[src/rtl/ext_bus_ctrl.sv]
// ext_bus_ctrl: sequences CPU/MMU memory requests onto the 8-bit shared board bus.
// Each byte of a 1..4-byte transfer gets a low/high address-latch phase on io_out,
// then a RAM or ROM access with chip enable and rd/wr strobe.
//
// Ports:
//   clk, rst                 clock, asynchronous active-high reset
//   address, read, write     request (level); only address[15:0] reach the bus
//   byte_count, wr_data      length minus one, little-endian write data
//   rd_data, rd_done         read data and its one-cycle valid pulse
//   wr_done, bus_err         write complete pulse; bus_err with it on a ROM write
//   busy                     transfer in progress
//   addr_le0, addr_le1       address-latch strobes (low / high byte)
//   ram_ce_n/rd_n/wr_n       RAM strobes, active-low
//   rom_ce_n/rd_n            ROM strobes, active-low
//   io_out, io_oe, io_in     shared bus drive value, drive enable, sample
//
// Build option: EXT_BUS_HI_SKIP_EN skips the high-byte latch phase when the
// external latch already holds the right value.
//
// All pins are registered: the FSM decodes its current state into *Nxt values,
// so pins follow the state by one cycle.
module ext_bus_ctrl #(
    parameter int unsigned STROBE_CYC  = 1,
    parameter int unsigned ACCESS_CYC  = 2,
    parameter int unsigned ROM_SEL_BIT = 15
) (
    input  logic        clk,
    input  logic        rst,
    input  logic [23:0] address,
    input  logic        read,
    input  logic        write,
    input  logic [1:0]  byte_count,
    input  logic [31:0] wr_data,
    output logic [31:0] rd_data,
    output logic        rd_done,
    output logic        wr_done,
    output logic        bus_err,
    output logic        busy,
    output logic        addr_le0,
    output logic        addr_le1,
    output logic        ram_ce_n,
    output logic        ram_rd_n,
    output logic        ram_wr_n,
    output logic        rom_ce_n,
    output logic        rom_rd_n,
    output logic [7:0]  io_out,
    output logic        io_oe,
    input  logic [7:0]  io_in
);

    localparam int unsigned MAX_CYC = (STROBE_CYC + 1 > ACCESS_CYC) ? STROBE_CYC + 1 : ACCESS_CYC;
    localparam int unsigned CNT_W   = $clog2(MAX_CYC + 1);

    localparam logic [2:0] IDLE   = 3'd0;
    localparam logic [2:0] LAT_LO = 3'd1;
    localparam logic [2:0] LAT_HI = 3'd2;
    localparam logic [2:0] ACCESS = 3'd3;
    localparam logic [2:0] TURN   = 3'd4;
    localparam logic [2:0] DONE   = 3'd5;
    localparam logic [2:0] REARM  = 3'd6;

    logic [2:0]       state, stateNxt;
    logic [CNT_W-1:0] phase, phaseNxt;
    logic [15:0]      curAddr, curAddrNxt;
    logic [1:0]       byteIdx, byteIdxNxt;
    logic [1:0]       lastIdx, lastIdxNxt;
    logic [31:0]      wrBuf, wrBufNxt;
    logic             isWrite, isWriteNxt;
    logic             isRam, isRamNxt;
    logic             sampleQ, sampleNxt;
    logic [1:0]       sampleIdx, sampleIdxNxt;
    logic             hiSkip;

    logic [31:0] rdDataNxt;
    logic        rdDoneNxt, wrDoneNxt, busErrNxt, busyNxt;
    logic        le0Nxt, le1Nxt, ioOeNxt;
    logic [7:0]  ioOutNxt;
    logic        ramCeNxt, ramRdNxt, ramWrNxt, romCeNxt, romRdNxt;

    logic        unusedHiAddr;
    assign unusedHiAddr = ^address[23:16];

`ifdef EXT_BUS_HI_SKIP_EN
    // Mirror of the external high-byte latch contents.
    logic [7:0] lastHi, lastHiNxt;
    logic       hiValid, hiValidNxt;

    assign hiSkip = hiValid && (curAddr[15:8] == lastHi);

    always_comb begin
        lastHiNxt  = lastHi;
        hiValidNxt = hiValid;
        if (state == LAT_HI) begin
            lastHiNxt  = curAddr[15:8];
            hiValidNxt = 1'b1;
        end
    end

    always_ff @(posedge clk or posedge rst) begin
        if (rst) begin
            lastHi  <= 8'h00;
            hiValid <= 1'b0;
        end else begin
            lastHi  <= lastHiNxt;
            hiValid <= hiValidNxt;
        end
    end
`else
    assign hiSkip = 1'b0;
`endif

    // Next-state, datapath and pin decode.
    always_comb begin
        stateNxt     = state;
        phaseNxt     = phase;
        curAddrNxt   = curAddr;
        byteIdxNxt   = byteIdx;
        lastIdxNxt   = lastIdx;
        wrBufNxt     = wrBuf;
        isWriteNxt   = isWrite;
        isRamNxt     = isRam;
        sampleNxt    = 1'b0;
        sampleIdxNxt = sampleIdx;
        rdDataNxt    = rd_data;
        rdDoneNxt    = 1'b0;
        wrDoneNxt    = 1'b0;
        busErrNxt    = 1'b0;
        busyNxt      = 1'b0;
        le0Nxt       = 1'b0;
        le1Nxt       = 1'b0;
        ioOeNxt      = 1'b0;
        ioOutNxt     = 8'h00;
        ramCeNxt     = 1'b1;
        ramRdNxt     = 1'b1;
        ramWrNxt     = 1'b1;
        romCeNxt     = 1'b1;
        romRdNxt     = 1'b1;

        // Read byte lands at the end of the pin-side last access cycle.
        if (sampleQ) begin
            rdDataNxt[{sampleIdx, 3'b000} +: 8] = io_in;
        end

        case (state)
            IDLE: begin
                if (read || write) begin
                    curAddrNxt = address[15:0];
                    lastIdxNxt = byte_count;
                    byteIdxNxt = 2'd0;
                    wrBufNxt   = wr_data;
                    isWriteNxt = write;
                    isRamNxt   = address[ROM_SEL_BIT];
                    phaseNxt   = '0;
                    rdDataNxt  = 32'h0;
                    // ROM is not writable: report the error without touching the bus.
                    stateNxt   = (write && !address[ROM_SEL_BIT]) ? DONE : LAT_LO;
                end
            end
            LAT_LO: begin
                busyNxt  = 1'b1;
                ioOeNxt  = 1'b1;
                ioOutNxt = curAddr[7:0];
                le0Nxt   = (phase < CNT_W'(STROBE_CYC));
                if (phase == CNT_W'(STROBE_CYC)) begin
                    phaseNxt = '0;
                    stateNxt = hiSkip ? ACCESS : LAT_HI;
                end else begin
                    phaseNxt = phase + CNT_W'(1);
                end
            end
            LAT_HI: begin
                busyNxt  = 1'b1;
                ioOeNxt  = 1'b1;
                ioOutNxt = curAddr[15:8];
                le1Nxt   = (phase < CNT_W'(STROBE_CYC));
                if (phase == CNT_W'(STROBE_CYC)) begin
                    phaseNxt = '0;
                    stateNxt = ACCESS;
                end else begin
                    phaseNxt = phase + CNT_W'(1);
                end
            end
            ACCESS: begin
                busyNxt      = 1'b1;
                ramCeNxt     = !isRam;
                romCeNxt     = isRam;
                sampleIdxNxt = byteIdx;
                if (isWrite) begin
                    ramWrNxt = 1'b0;
                    ioOeNxt  = 1'b1;
                    ioOutNxt = wrBuf[{byteIdx, 3'b000} +: 8];
                end else begin
                    ramRdNxt  = !isRam;
                    romRdNxt  = isRam;
                    sampleNxt = (phase == CNT_W'(ACCESS_CYC - 1));
                end
                if (phase == CNT_W'(ACCESS_CYC - 1)) begin
                    phaseNxt = '0;
                    if (byteIdx == lastIdx) begin
                        stateNxt = DONE;
                    end else begin
                        curAddrNxt = curAddr + 16'd1;
                        byteIdxNxt = byteIdx + 2'd1;
                        stateNxt   = isWrite ? LAT_LO : TURN;
                    end
                end else begin
                    phaseNxt = phase + CNT_W'(1);
                end
            end
            TURN: begin
                // Bus released for a cycle before we drive the next address.
                busyNxt  = 1'b1;
                stateNxt = LAT_LO;
            end
            DONE: begin
                busyNxt   = 1'b1;
                rdDoneNxt = !isWrite;
                wrDoneNxt = isWrite;
                busErrNxt = isWrite && !isRam;
                stateNxt  = REARM;
            end
            REARM: begin
                if (!read && !write) begin
                    stateNxt = IDLE;
                end
            end
            default: stateNxt = IDLE;
        endcase
    end

    // State, datapath and registered pins.
    always_ff @(posedge clk or posedge rst) begin
        if (rst) begin
            state     <= IDLE;
            phase     <= '0;
            curAddr   <= 16'h0;
            byteIdx   <= 2'd0;
            lastIdx   <= 2'd0;
            wrBuf     <= 32'h0;
            isWrite   <= 1'b0;
            isRam     <= 1'b0;
            sampleQ   <= 1'b0;
            sampleIdx <= 2'd0;
            rd_data   <= 32'h0;
            rd_done   <= 1'b0;
            wr_done   <= 1'b0;
            bus_err   <= 1'b0;
            busy      <= 1'b0;
            addr_le0  <= 1'b0;
            addr_le1  <= 1'b0;
            io_oe     <= 1'b0;
            io_out    <= 8'h00;
            ram_ce_n  <= 1'b1;
            ram_rd_n  <= 1'b1;
            ram_wr_n  <= 1'b1;
            rom_ce_n  <= 1'b1;
            rom_rd_n  <= 1'b1;
        end else begin
            state     <= stateNxt;
            phase     <= phaseNxt;
            curAddr   <= curAddrNxt;
            byteIdx   <= byteIdxNxt;
            lastIdx   <= lastIdxNxt;
            wrBuf     <= wrBufNxt;
            isWrite   <= isWriteNxt;
            isRam     <= isRamNxt;
            sampleQ   <= sampleNxt;
            sampleIdx <= sampleIdxNxt;
            rd_data   <= rdDataNxt;
            rd_done   <= rdDoneNxt;
            wr_done   <= wrDoneNxt;
            bus_err   <= busErrNxt;
            busy      <= busyNxt;
            addr_le0  <= le0Nxt;
            addr_le1  <= le1Nxt;
            io_oe     <= ioOeNxt;
            io_out    <= ioOutNxt;
            ram_ce_n  <= ramCeNxt;
            ram_rd_n  <= ramRdNxt;
            ram_wr_n  <= ramWrNxt;
            rom_ce_n  <= romCeNxt;
            rom_rd_n  <= romRdNxt;
        end
    end

endmodule

[config.mk]
export PLATFORM = sky130hd
export DESIGN_NAME = ext_bus_ctrl
export DESIGN_NICKNAME = d
export VERILOG_FILES = /design/src/rtl/ext_bus_ctrl.sv
export SDC_FILE = /design/constraint.sdc
export NUM_CORES = 1
export LEC_CHECK = 0
export ABC_AREA = 1
export CAP_MARGIN = 40
export CORE_MARGIN = 2
export CORE_UTILIZATION = 55
export DETAILED_ROUTE_END_ITERATION = 8
export HOLD_SLACK_MARGIN = 0.03
export PLACE_DENSITY_LB_ADDON = 0.15
export SYNTH_ARGS = -nofsm -noshare
export SYNTH_HDL_FRONTEND = slang
export SYNTH_SLANG_ARGS = --single-unit
[constraint.sdc]
create_clock -name clk -period 11.8 [get_ports clk]
set_input_delay 2.95 -clock clk [delete_from_list [all_inputs] [get_ports clk]]
set_output_delay 2.95 -clock clk [all_outputs]
set_load 0.02 [all_outputs]
Yosys cells after proc, flatten, opt, wreduce, memory -nomap -nowiden

Cells that the tools add are included.

Memories: 0
Bits in writable memories: 0
Register bits: 114
Memory bits (read-only): 0
Latch bits: 0
Word-level logic and storage cells: 108
Bits of input ports: 70

Divide/modulo/power cells: 0
Reductions and logical operators: 19
Magnitude comparators: 1
$mul: 0
Add/subtract/negate cells: 4
Bitwise logic cells: 0
Eq/ne operators: 14
Mux-type cells: 43
Shift operators: 3

Operator list:

| cell                                                                    | count |
|---|---|
| 32-bit two-way mux                                                      | 3 |
| 16-bit two-way mux                                                      | 3 |
| 32-bit bitwise mux                                                      | 1 |
| 16-bit case mux with 2 select lines                                     | 1 |
| 8-bit by 7-bit variable shift with 32-bit output (first input constant) | 1 |
| 32-bit by 6-bit variable part select with 8-bit output                  | 1 |
| 8-bit by 7-bit variable part select with 32-bit output                  | 1 |
| 3-bit two-way mux                                                       | 8 |
| 8-bit case mux with 3 select lines                                      | 1 |
| 3-bit case mux with 7 select lines                                      | 1 |
| 1-bit two-way mux                                                       | 17 |
| 16-bit by 1-bit adder with 16-bit output (second input constant)        | 1 |
| 2-bit != test (second input constant)                                   | 6 |
| 3-bit == test (second input constant)                                   | 3 |
| 2-bit two-way mux                                                       | 4 |
| 8-bit two-way mux                                                       | 1 |
| 2-bit case mux with 2 select lines                                      | 2 |
| 5-bit negator with 7-bit output                                         | 1 |
| 3-bit by 2-bit == test with 1-bit output (second input constant)        | 2 |
| 1-bit zero test                                                         | 5 |
| 5-bit AND reduction                                                     | 1 |
| 5-bit OR reduction                                                      | 1 |
| 2-bit by 1-bit adder with 2-bit output (second input constant)          | 2 |
| 2-bit AND reduction                                                     | 2 |
| other kinds (12)                                                        | 15 |

Longest topological paths before layout

Word-level depth: 6
Gate-level depth with buffers: 10
Depth with buffers taken out: 9

Least setup slack after synthesis

No wires, ideal clock.

Path type: in2reg
Start point: input write
End point: register curAddr[5]
Required time: 11,679 ps
Setup slack: 7,901 ps
Arrival time: 3,778 ps
Cell stages on the path: 9
Path buffers: 1
Path through: nor2_1 > inv_1 > nor2_1 > nor2_2 > nand3_2 > inv_2 > buf_4 > nand2_1 > o21ai_1

Word-level cells in the longest chain between the ends: 3

Ends and longest elaborated chain:

| element                       | line | text |
|---|---|---|
| from (decl)                   | 31   | `input logic write,` |
| 1-bit logical OR              | 146  | `if (read \|\| write) begin` |
| 2-bit != test (no line)       | n/a  |  |
| 4-bit AND reduction (no line) | n/a  |  |
| to (signal assigned)          | 261  | `curAddr <= curAddrNxt;` |
| to (decl)                     | 64   | `logic [15:0] curAddr, curAddrNxt;` |

No other way between the ends.
A chain may end at the register's enable or synchronous reset.

Final worst setup path

Start point: register rom_rd_n
End point: output rom_rd_n

RTL lines:

| element                | line | text |
|---|---|---|
| from (decl)            | 45   | `output logic rom_rd_n,` |
| from (signal assigned) | 282  | `rom_rd_n <= romRdNxt;` |

No word-level cell between the ends.

==> flow_summary.ini <==
[cts]
clock_path_buffers = 2
ctsResizeCount = 0
clk_latency_ps = 510
numCtsBuffers = 17
postCtsSetupRepairBufs = 0
cts_hold_buf = 0
clk_pin_slew_ps = 50
cts_max_level = 4
root_buffer = clkbuf_8
cts_tree = yes
cts_num_sinks = 114

[grt]
track_usage_pct = 26.3
grt_max_degree = 84
antenna_found_initial = 0
grt-ovfl-total = 0
grt_pass1_vias = 4882
grt_pass1_wl_um = 22800

[setup_path]
crit_family = buffers and inverters
cp_max_fo = 1
path_buf_inv = 1
slowest_stage = clkdlybuf4s50_1
worstRegToRegCells = 8
slowest_delay_ps = 590
r2r_end = byteIdx[0]$_DFFE_PP0P_
reg2reg_slack_ps = 9440
endpoint_kind = output pin
r2r_start = state[2]$_DFFE_PP0P_
arrival_ps = 1610
start_kind = flip-flop
cp_cell_sequence = clkdlybuf4s50_1
criticalPathCategory = flip-flop to output pin
crit_end = rom_rd_n
cp-startpoint = rom_rd_n$_DFF_PP1_
cp.depth = 1
cp_data_required_time_ps = 8850

[timing]
finalClockSkew_ps = 7.50
hold_violations = 0
slew_viol_final = 0
rsz0062_at_grt = no
tightest_slew_ps = 829
fmax_mhz = 219
tns_ps = 0
fin_crit_sh_pct = 38.7
finalCriticalPeriod_ps = 4560
relSlewSlack_pct = 44.7
setup_viol_count_final = 0

[drt]
via_count = 4923
vias_per_cell = 5.42
route.detailed.drc = 0
drtIter0Drc = 313
wire_per_inst_um = 14.7
antenna_left = 0
wl_um = 13400
first_pass_iters = 6

[synth]
ys_warn_count = 0
ys_seq_elements = 114
ys_types = 32
ys_seq_area_share_pct = 52.1
synth_nets = 729
netlist_instances = 653
syn_area_mm2 = 0.00549
syn_avg_cell_area_um2 = 8.41

[floorplanning]
io_pins = 122
die_w_um = 104
initial_core_util_pct = 56.4
core.rowCount = 36
coreArea_mm2 = 0.00973
dieArea_mm2 = 0.0108
die_h_um = 104

[power_and_ir_drop]
irDropWorstVdd_uv = 130
p_per_area_mw_per_mm2 = 248
leakage_nw = 3.33

[layout]
drive_gt1_share_pct = 9.16
final_common_cell = nand2_1
design_area_mm2 = 0.00730
fin_cells = 908
syn_to_final_growth_pct = 33.0
nets = 838
n_antenna_cell = 0
layout_common_cells = nand2_1, clkdlybuf4s50_1, dfrtp_1

[placed_design]
port_buffers = 113
dpl.hpwl_um = 9020
globalplace.congestion = 0.890
dpl_cell_area_mm2 = 0.00669
post-place-cells = 876

[worst_hold_path]
worstHoldPathType = flip-flop to flip-flop

[outcome]
outcome = complete, no violations

[run]
maxCapViolations = 0
[synth_stat cells (all sizes together)]
cell	instances	area, um^2
a21oi	26	130
a22oi	16	120
a31oi	1	6.26
buf	18	118
clkbuf	8	31.3
dfrtp	109	2730
dfstp	5	131
ha	6	75.1
inv	68	255
mux2	17	191
nand2	176	663
nand3	35	198
nand4	7	43.8
nor2	80	318
nor3	4	25.0
o211ai	8	60.1
o21ai	44	220
o221ai	7	61.3
o22ai	1	6.26
or2	16	100
xnor2	1	8.76
[layer usage]
metal  share of wire [%]  wire (um)  GRT usage [%]  vias up
li1                    -          -              -     2327
met1                  41       5490           33.5     2344
met2                  50       6670           43.5      221
met3                 6.7        892           6.64       31
met4                 2.3        311           9.75        0
met5                   0          0              0        -
[logic make-up after synthesis]
kind of cell,count (synthesis),share of synthesized area [%]
buffers and inverters,94,7.36
adders and majority gates,6,1.37
DFF,114,52.1
muxes,17,3.49
and+or+nand+nor,318,24.5
xor gates and xnor gates,1,0.160
AOI/OAI and AO/OA,103,11.0
[power breakdown]
| part | leakage [nW] | switching, W | internal [W] |
|---|---|---|---|
| registers | 1.46 | 0.0000986 | 0.000525 |
| clock network | 0.291 | 0.000173 | 0.000353 |
| logic | 1.59 | 0.000421 | 0.000243 |
| total | 3.33 | 0.000693 | 0.00112 |
[worst min-delay path by stage]
stage	start	to	slack, ps	cells past startpoint
after floorplan	isWrite$_DFFE_PP0P_	rd_done$_DFF_PP0_	400	1
after global placement	isWrite$_DFFE_PP0P_	rd_done$_DFF_PP0_	410	1
after detailed placement	isWrite$_DFFE_PP0P_	rd_done$_DFF_PP0_	420	1
after CTS	isWrite$_DFFE_PP0P_	rd_done$_DFF_PP0_	420	1
after global routing	isWrite$_DFFE_PP0P_	rd_done$_DFF_PP0_	460	1
final	isWrite$_DFFE_PP0P_	rd_done$_DFF_PP0_	430	1
[area by class of cell]
type	count	area [um^2]
Inverter	68	258
Timing Repair Buffer	116	1170
Multi-Input combinational cell	445	2230
Clock inverter	10	158
Tap cell	133	166
Clock buffer	22	453
Fill cell	710	2430
Sequential cell	114	2860
[flip-flops by register name, summed over array words and instances (netlist names), 2 cells and up]
signal	cells
byteIdx	2
curAddr	16
io_out	8
lastIdx	2
phase	2
rd_data	32
sampleIdx	2
state	3
wrBuf	32
[metrics by stage]
stage                     worst slack (ps)  power (W)  utilization (%)  hold slack (ps)
final                                 7240    0.00181             75.0              426
after global routing                  7190    0.00194             75.0              459
after CTS                             7210    0.00182             75.0              423
after detailed placement              6880    0.00128             68.8              415
after global placement                6920    0.00124             68.5              414
after floorplan                       5840    0.00110                -              403
Power figures use the tool's default switching activity.
